--- src/rtl/router_pkg.sv ---
// Shared types and default sizing for the multi-destination router.
package router_pkg;

   localparam int DEF_DATA_WIDTH = 6;
   localparam int DEF_NUM_DEST   = 2;
   localparam int DEF_FIFO_DEPTH = 8;

   typedef enum logic [2:0] {
      ST_RESET,
      ST_INIT,
      ST_IDLE,
      ST_ACTIVE,
      ST_ERROR
   } router_state_t;

endpackage

--- src/rtl/multi_dest_router_if.sv ---
// Push/pop bus of the router: write side, per-destination pops, heads and flags.
interface multi_dest_router_if
   import router_pkg::*;
#(
   parameter int DATA_WIDTH = DEF_DATA_WIDTH,
   parameter int NUM_DEST   = DEF_NUM_DEST
);

   logic                           wr_enable;
   logic [DATA_WIDTH-1:0]          data_in;
   logic [NUM_DEST-1:0]            pop;
   logic [DATA_WIDTH*NUM_DEST-1:0] data_out;
   logic [NUM_DEST-1:0]            empty;
   logic [NUM_DEST-1:0]            almost_full;
   logic [NUM_DEST-1:0]            almost_empty;
   logic [NUM_DEST-1:0]            error;
   logic                           pause;

   modport master (
      output wr_enable, data_in, pop,
      input  data_out, empty, almost_full, almost_empty, error, pause
   );

   modport slave (
      input  wr_enable, data_in, pop,
      output data_out, empty, almost_full, almost_empty, error, pause
   );

endinterface

--- src/rtl/fifo_sync.sv ---
// Single-clock FIFO with a registered head word and threshold flags from the count.
module fifo_sync
   import router_pkg::*;
#(
   parameter  int DATA_WIDTH = DEF_DATA_WIDTH,
   parameter  int FIFO_DEPTH = DEF_FIFO_DEPTH,
   localparam int AW         = $clog2(FIFO_DEPTH),
   localparam int CW         = AW + 1
) (
   input  logic                  clk,
   input  logic                  reset,
   input  logic                  flush_i,
   input  logic                  push_i,
   input  logic                  pop_i,
   input  logic [DATA_WIDTH-1:0] din_i,
   input  logic [CW-1:0]         af_i,
   input  logic [CW-1:0]         ae_i,
   output logic [CW-1:0]         count_o,
   output logic [DATA_WIDTH-1:0] head_o,
   output logic                  empty_o,
   output logic                  full_o,
   output logic                  almost_full_o,
   output logic                  almost_empty_o
);

   logic [DATA_WIDTH-1:0] mem_q [FIFO_DEPTH];
   logic [AW-1:0]         wr_q, rd_q;
   logic [CW-1:0]         cnt_q;
   logic [DATA_WIDTH-1:0] head_q;
   logic                  pop_ok, push_ok;
   logic [CW-1:0]         af_thr;

   // A full FIFO still takes a push when the same cycle frees a slot.
   assign pop_ok  = pop_i && (cnt_q != '0);
   assign push_ok = push_i && ((cnt_q != CW'(FIFO_DEPTH)) || pop_ok);

   always_ff @(posedge clk) begin
      if (push_ok && !flush_i) begin
         mem_q[wr_q] <= din_i;
      end
   end

   always_ff @(posedge clk) begin
      if (reset) begin
         wr_q   <= '0;
         rd_q   <= '0;
         cnt_q  <= '0;
         head_q <= '0;
      end else if (flush_i) begin
         wr_q  <= '0;
         rd_q  <= '0;
         cnt_q <= '0;
      end else begin
         if (push_ok) begin
            wr_q <= wr_q + AW'(1);
         end
         if (pop_ok) begin
            head_q <= mem_q[rd_q];
            rd_q   <= rd_q + AW'(1);
         end
         if (push_ok && !pop_ok) begin
            cnt_q <= cnt_q + CW'(1);
         end else if (pop_ok && !push_ok) begin
            cnt_q <= cnt_q - CW'(1);
         end
      end
   end

   assign af_thr = (af_i >= CW'(FIFO_DEPTH)) ? '0 : CW'(FIFO_DEPTH) - af_i;

   assign count_o        = cnt_q;
   assign head_o         = head_q;
   assign empty_o        = (cnt_q == '0);
   assign full_o         = (cnt_q == CW'(FIFO_DEPTH));
   assign almost_full_o  = (cnt_q >= af_thr);
   assign almost_empty_o = (cnt_q <= ae_i);

endmodule

--- src/rtl/multi_dest_router.sv ---
// Routes each pushed word to the FIFO selected by its top bits; sequencing FSM in this file.
// Optional ROUTER_ERR_CLR_EN adds err_clr_i to leave ERROR (clears errors, flushes FIFOs).
//   state  | meaning
//   RESET  | after reset, waiting for init rising edge
//   INIT   | one cycle, latch thresholds
//   IDLE   | accepting pushes, nothing in flight
//   ACTIVE | accepting pushes, data buffered
//   ERROR  | overflow/underflow seen, pushes dropped
module multi_dest_router
   import router_pkg::*;
#(
   parameter  int DATA_WIDTH = DEF_DATA_WIDTH,
   parameter  int NUM_DEST   = DEF_NUM_DEST,
   parameter  int FIFO_DEPTH = DEF_FIFO_DEPTH,
   localparam int CW         = $clog2(FIFO_DEPTH) + 1,
   localparam int DB         = $clog2(NUM_DEST)
) (
   input  logic                       clk,
   input  logic                       reset,
   input  logic                       init_i,
   input  logic [CW-1:0]              umbral_af_i,
   input  logic [CW-1:0]              umbral_ae_i,
`ifdef ROUTER_ERR_CLR_EN
   input  logic                       err_clr_i,
`endif
   multi_dest_router_if.slave         bus,
   output logic                       idle_out_o,
   output logic                       active_out_o,
   output logic                       error_out_o
);

   router_state_t         state_q, state_d;
   logic                  init_q;
   logic [CW-1:0]         af_q, ae_q;
   logic [NUM_DEST-1:0]   err_q, err_d;
   logic [DB-1:0]         dest;
   logic                  push_en, pop_en, init_rise, flush, err_ev, all_drained;
   logic [NUM_DEST-1:0]   push_req, pop_req, ovf, udf, drain_nx;
   logic [NUM_DEST-1:0]   full, empty, af, ae;
   logic [CW-1:0]         cnt  [NUM_DEST];
   logic [DATA_WIDTH-1:0] head [NUM_DEST];

   assign dest      = bus.data_in[DATA_WIDTH-1 -: DB];
   assign init_rise = init_i && !init_q;
   assign push_en   = bus.wr_enable && ((state_q == ST_IDLE) || (state_q == ST_ACTIVE));
   assign pop_en    = (state_q == ST_IDLE) || (state_q == ST_ACTIVE) || (state_q == ST_ERROR);

`ifdef ROUTER_ERR_CLR_EN
   assign flush = (state_q == ST_ERROR) && err_clr_i;
`else
   assign flush = 1'b0;
`endif

   for (genvar g = 0; g < NUM_DEST; g++) begin : g_dest
      assign push_req[g] = push_en && (dest == DB'(g));
      assign pop_req[g]  = pop_en && !flush && bus.pop[g];
      assign ovf[g]      = push_req[g] && full[g] && !pop_req[g];
      assign udf[g]      = pop_req[g] && empty[g];
      assign drain_nx[g] = empty[g] || ((cnt[g] == CW'(1)) && pop_req[g]);

      fifo_sync #(
         .DATA_WIDTH (DATA_WIDTH),
         .FIFO_DEPTH (FIFO_DEPTH)
      ) u_fifo (
         .clk            (clk),
         .reset          (reset),
         .flush_i        (flush),
         .push_i         (push_req[g]),
         .pop_i          (pop_req[g]),
         .din_i          (bus.data_in),
         .af_i           (af_q),
         .ae_i           (ae_q),
         .count_o        (cnt[g]),
         .head_o         (head[g]),
         .empty_o        (empty[g]),
         .full_o         (full[g]),
         .almost_full_o  (af[g]),
         .almost_empty_o (ae[g])
      );
   end

   assign err_ev      = |(ovf | udf);
   assign all_drained = &drain_nx;
   assign err_d       = flush ? '0 : (err_q | ovf | udf);

   always_comb begin
      state_d = state_q;
      case (state_q)
         ST_RESET:  if (init_rise) state_d = ST_INIT;
         ST_INIT:   state_d = ST_IDLE;
         ST_IDLE: begin
            if (err_ev)         state_d = ST_ERROR;
            else if (init_rise) state_d = ST_INIT;
            else if (push_en)   state_d = ST_ACTIVE;
         end
         ST_ACTIVE: begin
            if (err_ev)                       state_d = ST_ERROR;
            else if (!push_en && all_drained) state_d = ST_IDLE;
         end
         ST_ERROR:  if (flush) state_d = ST_IDLE;
         default:   state_d = ST_RESET;
      endcase
   end

   always_ff @(posedge clk) begin
      if (reset) begin
         state_q <= ST_RESET;
         init_q  <= 1'b0;
         af_q    <= '0;
         ae_q    <= '0;
         err_q   <= '0;
      end else begin
         state_q <= state_d;
         init_q  <= init_i;
         err_q   <= err_d;
         if (state_q == ST_INIT) begin
            af_q <= umbral_af_i;
            ae_q <= umbral_ae_i;
         end
      end
   end

   always_comb begin
      bus.data_out = '0;
      for (int i = 0; i < NUM_DEST; i++) begin
         bus.data_out[i*DATA_WIDTH +: DATA_WIDTH] = head[i];
      end
   end

   assign bus.empty        = empty;
   assign bus.almost_full  = af;
   assign bus.almost_empty = ae;
   assign bus.error        = err_q;
   assign bus.pause        = |af;

   assign idle_out_o   = (state_q == ST_IDLE);
   assign active_out_o = (state_q == ST_ACTIVE);
   assign error_out_o  = (state_q == ST_ERROR);

endmodule

--- src/flat_wrapper.sv ---
// flat-port wrapper written by rule: the top's interface ports become plain ports
module multi_dest_router_flat import router_pkg::*;
#(
   parameter  int DATA_WIDTH = DEF_DATA_WIDTH,
   parameter  int NUM_DEST   = DEF_NUM_DEST,
   parameter  int FIFO_DEPTH = DEF_FIFO_DEPTH,
   localparam int CW         = $clog2(FIFO_DEPTH) + 1,
   localparam int DB         = $clog2(NUM_DEST)
)
  (clk, reset, init_i, umbral_af_i, umbral_ae_i, idle_out_o, active_out_o, error_out_o, bus_wr_enable, bus_data_in, bus_pop, bus_data_out, bus_empty, bus_almost_full, bus_almost_empty, bus_error, bus_pause);
  multi_dest_router_if #(.DATA_WIDTH(DATA_WIDTH), .NUM_DEST(NUM_DEST)) bus_i ();
  input  logic clk;
  input  logic reset;
  input  logic init_i;
  input  logic [CW-1:0] umbral_af_i;
  input  logic [CW-1:0] umbral_ae_i;
  output logic idle_out_o;
  output logic active_out_o;
  output logic error_out_o;
  input wire logic [$bits(bus_i.wr_enable)-1:0] bus_wr_enable;
  input wire logic [$bits(bus_i.data_in)-1:0] bus_data_in;
  input wire logic [$bits(bus_i.pop)-1:0] bus_pop;
  output wire logic [$bits(bus_i.data_out)-1:0] bus_data_out;
  output wire logic [$bits(bus_i.empty)-1:0] bus_empty;
  output wire logic [$bits(bus_i.almost_full)-1:0] bus_almost_full;
  output wire logic [$bits(bus_i.almost_empty)-1:0] bus_almost_empty;
  output wire logic [$bits(bus_i.error)-1:0] bus_error;
  output wire logic [$bits(bus_i.pause)-1:0] bus_pause;
  assign bus_i.wr_enable = bus_wr_enable;
  assign bus_i.data_in = bus_data_in;
  assign bus_i.pop = bus_pop;
  assign bus_data_out = bus_i.data_out;
  assign bus_empty = bus_i.empty;
  assign bus_almost_full = bus_i.almost_full;
  assign bus_almost_empty = bus_i.almost_empty;
  assign bus_error = bus_i.error;
  assign bus_pause = bus_i.pause;
  multi_dest_router #(.DATA_WIDTH(DATA_WIDTH), .NUM_DEST(NUM_DEST), .FIFO_DEPTH(FIFO_DEPTH)) u_core (.clk(clk), .reset(reset), .init_i(init_i), .umbral_af_i(umbral_af_i), .umbral_ae_i(umbral_ae_i), .bus(bus_i), .idle_out_o(idle_out_o), .active_out_o(active_out_o), .error_out_o(error_out_o));
endmodule
--- config.mk ---
export PLATFORM = sky130hd
export DESIGN_NAME = multi_dest_router_flat
export DESIGN_NICKNAME = d
export VERILOG_FILES = /design/src/rtl/router_pkg.sv /design/src/rtl/multi_dest_router_if.sv /design/src/rtl/fifo_sync.sv /design/src/rtl/multi_dest_router.sv /design/src/flat_wrapper.sv
export SDC_FILE = /design/constraint.sdc
export NUM_CORES = 1
export LEC_CHECK = 0
export CELL_PAD_IN_SITES_DETAIL_PLACEMENT = 1
export CELL_PAD_IN_SITES_GLOBAL_PLACEMENT = 2
export CORE_ASPECT_RATIO = 1.25
export CORE_MARGIN = 5
export CORE_UTILIZATION = 43
export CTS_BUF_LIST = sky130_fd_sc_hd__clkbuf_8
export CTS_CLUSTER_DIAMETER = 150
export CTS_CLUSTER_SIZE = 30
export DETAILED_ROUTE_END_ITERATION = 8
export HOLD_SLACK_MARGIN = 0.02
export PLACE_DENSITY = 0.83
export REMOVE_ABC_BUFFERS = 1
export SYNTH_ARGS = -nofsm -noshare
export SYNTH_HDL_FRONTEND = slang
export SYNTH_SLANG_ARGS = --single-unit
export TNS_END_PERCENT = 30
--- constraint.sdc ---
create_clock -name clk -period 3.5 [get_ports clk]
set_clock_uncertainty 0.05 [all_clocks]
set_input_delay 0.7 -clock clk [delete_from_list [all_inputs] [get_ports clk]]
set_output_delay 0.7 -clock clk [all_outputs]
set_load 0.01 [all_outputs]
Yosys cells after proc, flatten, opt, wreduce, memory -nomap -nowiden
Memories as Yosys holds them, arrays and structs flattened. A register that Yosys moved wholly into a read port is not among the register bits.
Cells that the tools add are included.
Widths: inputs -> output; s select.
Operators by class
  equality and inequality tests: 13
  add/subtract/negate cells: 9
  bitwise operators: 5
  mux-type cells: 16
  reductions and logical operators: 48
  magnitude comparators: 5
Operators by type and width (count)
  $logic_and 1x1->1: 23
  $mux 4: 5
  $mux 3: 6
  $pmux 3 s5: 1
  $add 3x1->3 const B: 4
  $add 4x1->4 const B: 2
  $eq 4x1->1 const B: 2
  $eq 4x4->1 const B: 2
  $ge 4x4->1: 2
  $le 4x4->1: 2
  $logic_not 1->1: 8
  $logic_not 4->1: 2
  $ne 4x4->1 const B: 2
  $reduce_bool 4->1: 2
  $sub 4x1->4 const B: 2
  $eq 3x2->1 const B: 2
  $logic_or 1x1->1: 6
  $or 2x2->2: 3
  $ge 4x4->1 const B: 1
  $mux 1: 4
  $ne 4x1->1 const B: 1
  $reduce_and 4->1: 1
  $reduce_bool 2->1: 2
  $reduce_or 2->1: 2
  8 further kinds: 9
Word-level totals
  output and inout port bits: 24
  memories kept: 2
  input port bits: 20
  bits in registers: 34
  word-level logic and storage cells: 109
  RAM bits: 96
Memory list
  u_core.g_dest[0].u_fifo.mem_q: depth 8, width 6, rd ports 1, clocked after memory_dff 1, wr ports 1, RTL line fifo_sync.sv:26  | logic [DATA_WIDTH-1:0] mem_q [FIFO_DEPTH];
  u_core.g_dest[1].u_fifo.mem_q: depth 8, width 6, rd ports 1, clocked after memory_dff 1, wr ports 1, RTL line fifo_sync.sv:26

Logic depth before layout (Yosys ltp)
Gate-level depths: netlist (run 1).
  depth after elaboration: 11
  mapped depth: 10
  mapped depth without buffers: 10

Cells and area by module
Synthesis (run 1) repeated with hierarchy kept, for this count alone.
Second synthesis, totals
  cell total of the unflattened synthesis: 455
  area total of the unflattened synthesis: 6384.9 um2
Modules (own cells, without submodules)
  fifo_sync: seq. area each 1761.7 um2, area an instance 2855.2 um2, cells an instance 193, instances 2
  multi_dest_router: seq. area each 280.3 um2, area an instance 674.4 um2, cells an instance 69, instances 1

Worst setup path before layout (run 1)
OpenSTA, ideal clock, no wires.
  path kind: register to register
  start point: register u_core.g_dest[0].u_fifo.cnt_q[0]
  end point: register u_core.g_dest[0].u_fifo.cnt_q[3]
  clock period less this slack: 2.536 ns
  library setup time: 0.128 ns
  stages on the path, launching flop included: 11
  setup slack: 0.964 ns
  data arrival time: 2.358 ns
  buffers on the path: 0
  data required time: 3.322 ns
  cells stage by stage: dfxtp_1 -> inv_1 -> ha_1 -> nor2b_1 -> a221oi_4 -> inv_1 -> ha_1 -> or4_1 -> a21oi_1 -> xnor2_1 -> nor2_1
Between the ends
  cells in the longest elaborated chain, start to end: 7
  elaborated cells on any way between the ends: 14
  those cells by class: add/sub: 2; eq/ne: 1; mux: 2; reduce/logical: 9
Ends and longest elaborated chain
  from (decl): RTL line fifo_sync.sv:28  | logic [CW-1:0] cnt_q;
  from (signal assigned): RTL line fifo_sync.sv:62  | cnt_q <= cnt_q + CW'(1);
  from (signal assigned): RTL line fifo_sync.sv:64  | cnt_q <= cnt_q - CW'(1);
  branches (longest 7 deep; another with $sub 4x1->4)
Parallel ways; which one is timed is not known. The select of a mux whose other input is x is not followed.
A chain may end at the register's enable or synchronous reset.

Worst setup path after layout (run 1)
  start point: register u_core.af_q[0]
  end point: output bus_pause
Between the ends
  cells in the longest elaborated chain, start to end: 4
  elaborated cells on any way between the ends: 6
  those cells by class: add/sub: 1; order compare: 3; mux: 1; reduce/logical: 1
Ends and longest elaborated chain
  from (decl): RTL line multi_dest_router.sv:34  | logic [CW-1:0] af_q, ae_q;
  from (signal assigned): RTL line multi_dest_router.sv:117  | af_q <= umbral_af_i;
  $sub 4x4->4 or $ge 4x4->1 (tied branches): RTL line fifo_sync.sv:69  | assign af_thr = (af_i >= CW'(FIFO_DEPTH)) ? '0 : CW'(FIFO_DEPTH) - af_i;
  $mux 4 *: RTL line fifo_sync.sv:69
  $ge 4x4->1: RTL line fifo_sync.sv:75  | assign almost_full_o = (cnt_q >= af_thr);
  $reduce_or 2->1 *: RTL line multi_dest_router.sv:134  | assign bus.pause = |af;
  to (decl): RTL line flat_wrapper.sv:28  | output wire logic [$bits(bus_i.pause)-1:0] bus_pause;
Mark *: on every way between the ends. The rest lies on a longest branch, timed or not.

==> reports/qor.yml, run 1 <==
outcome: "finished, final reports clean"
antennaDiodeCount: 0
synth.cell_area_mm2: 0.00621
die_x_um: 117
cp.required_ns: 2.75
fin_nets: 551
clk_path_buf_depth: 2
critPathArrivalTime_ns: 2.53
overflow: 0
area_growth_pct: 17.8
clkLatencyLatePin_ns: 0.44
ios: 44
rr_startpoint: "u_core.g_dest[0].u_fifo.count_o[1]$_SDFFE_PP0P_"
viasPerCell: 5.39
wl_per_cell_um: 19.5
layout_common_cells: "edfxtp_1 (96), nor2_1 (56), dfxtp_1 (45), clkdlybuf4s50_1 (41), ha_1 (29)"
ys_ff_latch: 142
ir_worst_vdd_mv: 0.259
dp.cells: 661
layout_commonest_cell: "edfxtp_1"
leakagePower_nw: 2.51
cts_buffers: 17
r2r_setup_slack_ns: 0.77
rr_worst_depth: 10
first_global_vias: 4077
maxCapViolCount: 0
max_freq_mhz: 305
antenna_found_initial: 0
cts_hold_buf: 0
final_layout_size_suffix_gt1_share_pct: 15.9
grt_max_degree: 36
relSlewSlack_pct: 36.9
drtIter0Drc: 127
final_core_util_pct: 51.2
tns_ns: 0
period_minus_slack_ns: 3.28
routed_wirelength_mm: 13.5
cts_tree: "yes"
die_area_mm2: 0.0170
drc: 0
cts_htree_levels: 4
via_count: 3734
path_clk_slew_ns: 0.09
die-height_um: 144
instances_no_fill: 693
syn_area_per_cell_um2: 13.9
initial_utilization_pct: 43.5
ys_types: 42
clock-root-buffer: "clkbuf_8"
endpoint_kind: "output port"
hpwl_mm: 9.46
hold_viol_final: 0
synthArstFlopShare_pct: 0
start_kind: "flop"
clock_sinks: 142
path_max_fanout: 3
port_buffers: 43
cts_setup_buffers: 0
holdPathStages: 2
track_usage_pct: 16.8
synth_warnings: 0
place.gp.congestion: 0.748
min_path_type: "reg -> reg"
fin_crit_sh_pct: 93.8
ys_seq_area_share_pct: 61.3
row_count: 49
crit_path_start: "u_core.af_q[0]$_SDFFE_PP0N_"
slew_viol_final: 0
syn_inst: 445
ant_nets: 0
setup_viol: 0
dr.pass1.iters: 4
rsz0062_at_grt: "false"
synthFlopType: "edfxtp_1"
grt_pass1_wl_mm: 21.9
synth_edf_count: 96
crit_path_end: "bus_pause"
tightest_slew_ns: 0.946
ctsResizeCount: 2
nFillCells: 1438
crit_type: "reg -> out"
power_density_mw_per_mm2: 486
rr_endpoint: "u_core.g_dest[0].u_fifo.count_o[3]$_SDFFE_PP0P_"
holdWs_ns: 0.404
core-area_mm2: 0.0143
cells in the mapped netlist (all sizes together), types with 3 or more instances:
cell type | number | area (µm²)
a211oi | 12 | 100
a21o | 6 | 45.0
a21oi | 23 | 115
a41o | 3 | 30.0
buf | 16 | 100
clkbuf | 8 | 30.0
dfxtp | 46 | 921
edfxtp | 96 | 2880
ha | 29 | 363
inv | 17 | 63.8
mux2i | 19 | 190
mux4 | 24 | 541
nand2 | 17 | 63.8
nand2b | 13 | 81.3
nor2 | 56 | 210
nor2b | 5 | 31.3
nor3 | 6 | 30.0
nor3b | 4 | 30.0
nor4 | 3 | 18.8
nor4b | 3 | 26.3
o21ai | 4 | 20.0
or4 | 3 | 22.5
xnor2 | 6 | 52.6
xor2 | 8 | 70.1
metrics by stage:
step,power (W),area (µm²),setup WS [ns]
after floorplan,0.00201,6080,0.600
after global placement,0.00214,6870,0.500
after detailed placement,0.00215,6870,0.440
after CTS,0.00360,7310,0.170
after global routing,0.00371,7310,0.0615
final,0.00355,7310,0.217
routing by layer:
metal	vias to the layer above	share of wire, %	GRT usage (%)
li1	1768	-	-
met1	1899	40	18.5
met2	53	56	31.7
met3	14	3.0	4.26
met4	0	1.2	5.68
met5	-	0	0
worst min-delay path by stage:
stage / startpoint / end / slack (ns)
finish: u_core.bus.error[1]$_SDFF_PP0_ / u_core.bus.error[1]$_SDFF_PP0_ / 0.40
CTS: u_core.bus.error[1]$_SDFF_PP0_ / u_core.bus.error[1]$_SDFF_PP0_ / 0.41
global placement: u_core.bus.error[1]$_SDFF_PP0_ / u_core.bus.error[1]$_SDFF_PP0_ / 0.39
detailed placement: u_core.bus.error[1]$_SDFF_PP0_ / u_core.bus.error[1]$_SDFF_PP0_ / 0.39
global route: u_core.bus.error[1]$_SDFF_PP0_ / u_core.bus.error[1]$_SDFF_PP0_ / 0.44
floorplan: u_core.bus.error[1]$_SDFF_PP0_ / u_core.bus.error[1]$_SDFF_PP0_ / 0.41
registers in the layout (all words and copies together) (netlist names):
name,cells
u_core.ae_q,4
u_core.af_q,4
u_core.bus.error,2
u_core.g_dest.u_fifo.count_o,8
u_core.g_dest.u_fifo.head_o,12
u_core.g_dest.u_fifo.mem_q,96
u_core.g_dest.u_fifo.rd_q,6
u_core.g_dest.u_fifo.wr_q,6
u_core.init_q,1
u_core.state_q,3
where the power goes:
group / internal (W) / switching, W / total (W)
clock network: 0.000789 / 0.000660 / 0.00145
logic: 0.000138 / 0.000136 / 0.000274
registers: 0.00180 / 0.0000244 / 0.00183
total: 0.00273 / 0.000820 / 0.00355
kinds of logic (layout without fill, tap and decap cells):
kind of cell / count (synthesis) / in the layout / share of synthesized area, %
flops: 142 / 142 / 61.3
simple gates: 122 / 122 / 9.78
compound gates: 54 / 54 / 6.23
mux: 43 / 43 / 11.8
buf+inv: 41 / 111 / 3.12
fa+ha+maj: 29 / 29 / 5.85
xor+xnor: 14 / 14 / 1.98
critical path, stage by stage (launching register included):
cell and delay [ns]:
dfxtp_1 0.33, inv_1 0.07, ha_1 0.28, nand2b_1 0.08, ha_1 0.28, a21o_1 0.15
a21o_1 0.16, a21o_1 0.18, or2_2 0.28, dlygate4sd2_1 0.28
layout make-up:
class | count | area (µm²) | area share [%]
clock buffers | 17 | 234 | 3.20
clock inverters | 15 | 209 | 2.86
inverters | 17 | 63.8 | 0.873
multi-input cells | 262 | 2210 | 30.2
flip-flops and latches | 142 | 3800 | 52.0
well taps | 178 | 223 | 3.05
repair buffers | 62 | 567 | 7.75
Power figures use the tool's default switching activity.
==> run 2, diff against run 1 <==
- ABC_AREA: default -> 0
==> results of run 2 <==
Same layout as run 1: the final DEF is identical, and so are final timing and power.
